==> config.mk <==
export PLATFORM = sky130hd
export DESIGN_NAME = axis_bram_capture_ctrl
export DESIGN_NICKNAME = d
export VERILOG_FILES = /design/src/rtl/axis_bram_capture_ctrl.sv
export SDC_FILE = /design/constraint.sdc
export NUM_CORES = 1
export LEC_CHECK = 0
export BUFFER_PORTS_ARGS = -buffer_cell sky130_fd_sc_hd__buf_2
export CELL_PAD_IN_SITES_DETAIL_PLACEMENT = 0
export CELL_PAD_IN_SITES_GLOBAL_PLACEMENT = 1
export CORE_ASPECT_RATIO = 2
export CORE_MARGIN = 2
export CORE_UTILIZATION = 39
export DETAILED_ROUTE_END_ITERATION = 7
export PLACE_DENSITY_LB_ADDON = 0.1
export SLEW_MARGIN = 20
export SYNTH_ARGS = -nofsm -noshare
export SYNTH_HDL_FRONTEND = slang
export SYNTH_SLANG_ARGS = --single-unit
export TNS_END_PERCENT = 20
==> constraint.sdc <==
create_clock -name aclk -period 2.5 [get_ports aclk]
set_input_delay 0.5 -clock aclk [delete_from_list [all_inputs] [get_ports aclk]]
set_output_delay 0.5 -clock aclk [all_outputs]
set_load 0.02 [all_outputs]
==> src/rtl/axis_bram_capture_ctrl.sv <==
// Pre/post-trigger capture sequencer writing an AXI4-Stream into a circular single-port BRAM.
// Optional macro CAPTURE_TRIG_EDGE_EN selects a rising-edge trigger instead of a level trigger.
module axis_bram_capture_ctrl #(
   parameter int unsigned AXIS_TDATA_WIDTH = 32,
   parameter int unsigned BRAM_DATA_WIDTH  = 32,
   parameter int unsigned BRAM_ADDR_WIDTH  = 10
) (
   input  logic                        aclk,
   input  logic                        aresetn,
   input  logic [BRAM_ADDR_WIDTH-1:0]  cfg_pre,
   input  logic [BRAM_ADDR_WIDTH-1:0]  cfg_post,
   input  logic                        ctl_arm,
   input  logic                        trg_flag,
   output logic [BRAM_ADDR_WIDTH-1:0]  sts_addr,
   output logic [2:0]                  sts_state,
   output logic                        sts_done,
   output logic                        s_axis_tready,
   input  logic [AXIS_TDATA_WIDTH-1:0] s_axis_tdata,
   input  logic                        s_axis_tvalid,
   output logic                        bram_porta_clk,
   output logic                        bram_porta_rst,
   output logic [BRAM_ADDR_WIDTH-1:0]  bram_porta_addr,
   output logic [BRAM_DATA_WIDTH-1:0]  bram_porta_wrdata,
   output logic                        bram_porta_we
);

   localparam int unsigned AW = BRAM_ADDR_WIDTH;

   typedef enum logic [2:0] {
      S_IDLE = 3'd0,
      S_PRE  = 3'd1,
      S_WAIT = 3'd2,
      S_POST = 3'd3,
      S_DONE = 3'd4
   } state_t;

   state_t        state, state_n;
   logic [AW-1:0] ptr, ptr_n;
   logic [AW-1:0] pre_cnt, pre_cnt_n;
   logic [AW-1:0] post_cnt, post_cnt_n;
   logic [AW-1:0] pre_cfg, pre_cfg_n;
   logic [AW-1:0] post_cfg, post_cfg_n;
   logic [AW-1:0] trig_addr, trig_addr_n;
   logic          done_q, done_n;
   logic          beat;
   logic          capturing;
   logic          trig_hit;
   logic [AW-1:0] pre_inc;
   logic [AW-1:0] post_inc;

   // Upstream is never stalled; beats outside a capture are simply dropped.
   assign s_axis_tready  = 1'b1;
   assign beat           = s_axis_tvalid & s_axis_tready;
   assign capturing      = (state == S_PRE) || (state == S_WAIT) || (state == S_POST);
   assign bram_porta_we  = beat & capturing;
   assign bram_porta_clk = aclk;
   assign bram_porta_rst = ~aresetn;
   assign bram_porta_addr = ptr;
   assign sts_addr       = trig_addr;
   assign sts_state      = 3'(state);
   assign sts_done       = done_q;
   assign pre_inc        = pre_cnt + AW'(1);
   assign post_inc       = post_cnt + AW'(1);

   generate
      if (BRAM_DATA_WIDTH <= AXIS_TDATA_WIDTH) begin : g_trunc
         assign bram_porta_wrdata = s_axis_tdata[BRAM_DATA_WIDTH-1:0];
      end else begin : g_zext
         assign bram_porta_wrdata = {{(BRAM_DATA_WIDTH-AXIS_TDATA_WIDTH){1'b0}}, s_axis_tdata};
      end
   endgenerate

`ifdef CAPTURE_TRIG_EDGE_EN
   logic prev_flag, prev_flag_n;

   // Flag value seen on the previous accepted beat; cleared on arm so a held flag cannot fire.
   assign prev_flag_n = ctl_arm ? 1'b0 : (beat ? trg_flag : prev_flag);
   assign trig_hit    = trg_flag & ~prev_flag;

   always_ff @(posedge aclk or negedge aresetn) begin
      if (!aresetn) prev_flag <= 1'b0;
      else          prev_flag <= prev_flag_n;
   end
`else
   assign trig_hit = trg_flag;
`endif

   always_ff @(posedge aclk or negedge aresetn) begin
      if (!aresetn) begin
         state     <= S_IDLE;
         ptr       <= '0;
         pre_cnt   <= '0;
         post_cnt  <= '0;
         pre_cfg   <= '0;
         post_cfg  <= '0;
         trig_addr <= '0;
         done_q    <= 1'b0;
      end else begin
         state     <= state_n;
         ptr       <= ptr_n;
         pre_cnt   <= pre_cnt_n;
         post_cnt  <= post_cnt_n;
         pre_cfg   <= pre_cfg_n;
         post_cfg  <= post_cfg_n;
         trig_addr <= trig_addr_n;
         done_q    <= done_n;
      end
   end

   // Next-state logic; arm overrides every other transition.
   always_comb begin
      state_n     = state;
      ptr_n       = bram_porta_we ? ptr + AW'(1) : ptr;
      pre_cnt_n   = pre_cnt;
      post_cnt_n  = post_cnt;
      pre_cfg_n   = pre_cfg;
      post_cfg_n  = post_cfg;
      trig_addr_n = trig_addr;

      case (state)
         S_PRE: begin
            if (pre_cfg == '0) begin
               state_n = S_WAIT;
            end else if (beat) begin
               pre_cnt_n = pre_inc;
               if (pre_inc == pre_cfg) state_n = S_WAIT;
            end
         end
         S_WAIT: begin
            if (beat && trig_hit) begin
               trig_addr_n = ptr;
               state_n     = (post_cfg == '0) ? S_DONE : S_POST;
            end
         end
         S_POST: begin
            if (beat) begin
               post_cnt_n = post_inc;
               if (post_inc == post_cfg) state_n = S_DONE;
            end
         end
         default: ;
      endcase

      if (ctl_arm) begin
         state_n     = S_PRE;
         ptr_n       = '0;
         pre_cnt_n   = '0;
         post_cnt_n  = '0;
         pre_cfg_n   = cfg_pre;
         post_cfg_n  = cfg_post;
         trig_addr_n = trig_addr;
      end

      done_n = (state_n == S_DONE);
   end

endmodule

==> flow_summary_export.csv <==
group,metric,value,unit
status,status,"finished clean",
die,die_area,10300,um^2
final_layout,syn2layout_area_growth,14.7,%
global_routing,first_global_vias,2772,
place,place_ws,0.206,ns
sta,setup_viol,0,
worst_setup_path,crit_buf_inv,0,
pwr,irDropWorstVdd,564,uV
logic_synthesis,synthFlopType,"dfrtp_1",
final_layout,n_antenna_cell,0,
routing,finalWirelength,9080,um
global_routing,groute.usage.overall,0.190,
final_layout,final_cells,494,
logic_synthesis,synth-seq-cells,64,
clock_network,worstSkewPairLatency,0.44,ns
die,io_pins,117,
job,maxCapViolCount,0,
logic_synthesis,ys_async_sr_fraction,1.00,
sta,fmax,434,MHz
routing,drcViolationCount,0,
worst_setup_path,crit_path_cell_trace,"ha_1 -> nand2_1 -> a21oi_1 -> o221a_1 -> o32a_1 -> nor3_2 -> a311oi_1 -> nor2_1",
routing,via_count,2688,
sta,relSlewSlack,0.566,
worst_setup_path,crit_family,"compound AO/OA/AOI/OAI gates",
worst_setup_path,required,2.80,ns
final_layout,layout.nets,446,
pwr,total_power,3.00,mW
worst_setup_path,critPathLaunch,"post_cnt[0]",
final_layout,drive_gt1_frac,0.297,
logic_synthesis,postSynthAreaPerCell,10.1,um^2
routing,first_pass_iters,4,
routing,post_drt_wl_per_cell,18.4,um
logic_synthesis,synth_top_cell_area_share,0.435,
die,fp.dieW,72.7,um
routing,via_per_inst,5.44,
worst_setup_path,criticalPathCategory,"reg2reg",
die,start_util,0.397,
place,place_congestion,0.869,
logic_synthesis,post-synth-top-count-cell,"dfrtp_1",
sta,rsz0062_at_grt,"no",
logic_synthesis,ys_types,54,
logic_synthesis,netlist_area,3680,um^2
clock_network,cts_tree,"done",
worst_setup_path,critPathMaxFanout,7,
global_routing,antenna_found_initial,0,
logic_synthesis,synthTopCellsByArea,"dfrtp_1 (44%), mux2_2 (9.2%), buf_4 (6.9%)",
logic_synthesis,yosys_warnings,0,
sta,fin_crit_sh,0.922,
sta,finalMaxSlewViolations,0,
logic_synthesis,syn-num-nets,423,
global_routing,grt_max_degree,65,
pwr,p_leak,1.89,nW
pwr,powerDensity,711,nW/um^2
place,dp_hpwl,6750,um
worst_setup_path,cp-end-kind,"flip-flop",
global_routing,grt_pass1_wl,14400,um
sta,hold_violations,0,
worst_setup_path,crit_arrival,2.61,ns
final_layout,final_area,4220,um^2
sta,fin_setup_tns,0,ns
die,dieHeight,141,um
logic_synthesis,syn-instance-count,363,
worst_setup_path,critPathMaxStageDelay,0.50,ns
sta,setup_ws,0.196,ns
sta,hold_slack,0.160,ns
worst_setup_path,reg2reg_from,"post_cnt[0]",
routing,dr.first_iter.drc_count,66,
die,fp.coreArea,9260,um^2
logic_synthesis,yosysSeqAreaShare,0.435,
place,dp_cells,476,
min_path,hp-class,"in2async",
logic_synthesis,synth_commonest_cells,"dfrtp_1 (64), nor2_1 (44), buf_4 (34), mux2_2 (30), xnor2_1 (27)",
logic_synthesis,synth_edf_count,0,
sta,worst_pin_slew,0.646,ns
routing,ant_nets,0,
clock_network,path_clk_slew,0.05,ns
worst_setup_path,crit_slowest_cell,"a311oi_1",
place,io_buffer_count,51,
final_layout,final_core_util,0.456,
logic_synthesis,yosys.area.top_type,"dfrtp_1",
place,dpl_cell_area,3820,um^2
global_routing,grt_overflow,0,
sta,clock_skew,0.00466,ns
die,num_rows,50,
sta,finalCriticalPeriod,2.30,ns
worst_setup_path,cp-start-kind,"flip-flop",
area by class of cell:
cell class,instances,area (um^2)
clock buffers,16,337
fillers,900,5040
flip-flops and latches,64,1600
multi-input cells,246,1750
clock inverters,3,65.1
repair buffers,59,330
well taps,104,130
inverters,2,7.51
report_power, final:
group	internal, mW	switching, mW	leakage, nW	total [mW]
clock network	1.14	0.504	0.200	1.64
registers	1.08	0.0573	0.841	1.13
logic	0.107	0.118	0.851	0.225
worst register-to-register path, cell delays in order (launching register included):
cell and delay (ns):
dfrtp_1 0.44, ha_1 0.34, nand2_1 0.16, a21oi_1 0.18, o221a_1 0.21, o32a_1 0.21, nor3_2 0.08, a311oi_1 0.50
nor2_1 0.08
logic make-up after synthesis:
| group | share of synthesized area |
|---|---|
| AOI/OAI and AO/OA | 0.0626 |
| xor gates and xnor gates | 0.117 |
| adders and majority gates | 0.0102 |
| buffers and inverters | 0.0908 |
| DFF | 0.435 |
| muxes | 0.0946 |
| other | 0.00102 |
| and+or+nand+nor | 0.189 |
final timing paths:
check	endpoint	slack [ns]	cells past startpoint
max	sts_state[2]	0.20	8
min	post_cfg[4]	0.16	2
max reg2reg	sts_state[2]	0.20	8
min reg2reg	sts_addr[5]	0.50	1
max in group asynchronous	sts_state[2]	2.04	2
min in group aclk	post_cfg[1]	0.29	2
layout by cell type (no fill, tap or decap), types with 3 or more instances in the layout:
master / n
buf_4: 8
ha_1: 3
clkbuf_16: 12
nand2_1: 20
nor3_1: 4
mux2_2: 30
or3_1: 3
nand2b_1: 4
xnor2_1: 27
o21ai_0: 7
dfrtp_1: 64
buf_2: 51
nand4_1: 11
nor2_1: 44
a21oi_1: 7
nor3_2: 3
or4_1: 3
xor2_1: 22
nand3_1: 13
and3_1: 6
layer usage:
metal	vias to the layer above	global-route usage	part of all wire	wire, um
met5	-	0	0	0
met2	75	0.349	0.57	5160
met1	1322	0.186	0.36	3240
met3	21	0.0419	0.036	330
met4	0	0.116	0.038	345
li1	1270	-	-	-
flip-flops by register name (all words and copies together), names as in the netlist:
signal	cells
bram_porta_addr	10
post_cfg	10
post_cnt	10
pre_cfg	10
pre_cnt	10
sts_addr	10
sts_done	1
sts_state	3
what timing repair did:
action                     CTS  global route
setup buffers                0             0
setup endpoints to repair    0             2
gates resized for setup      0             1
hold buffers                 0             0
No activity file was read; power rests on OpenSTA's default activity.
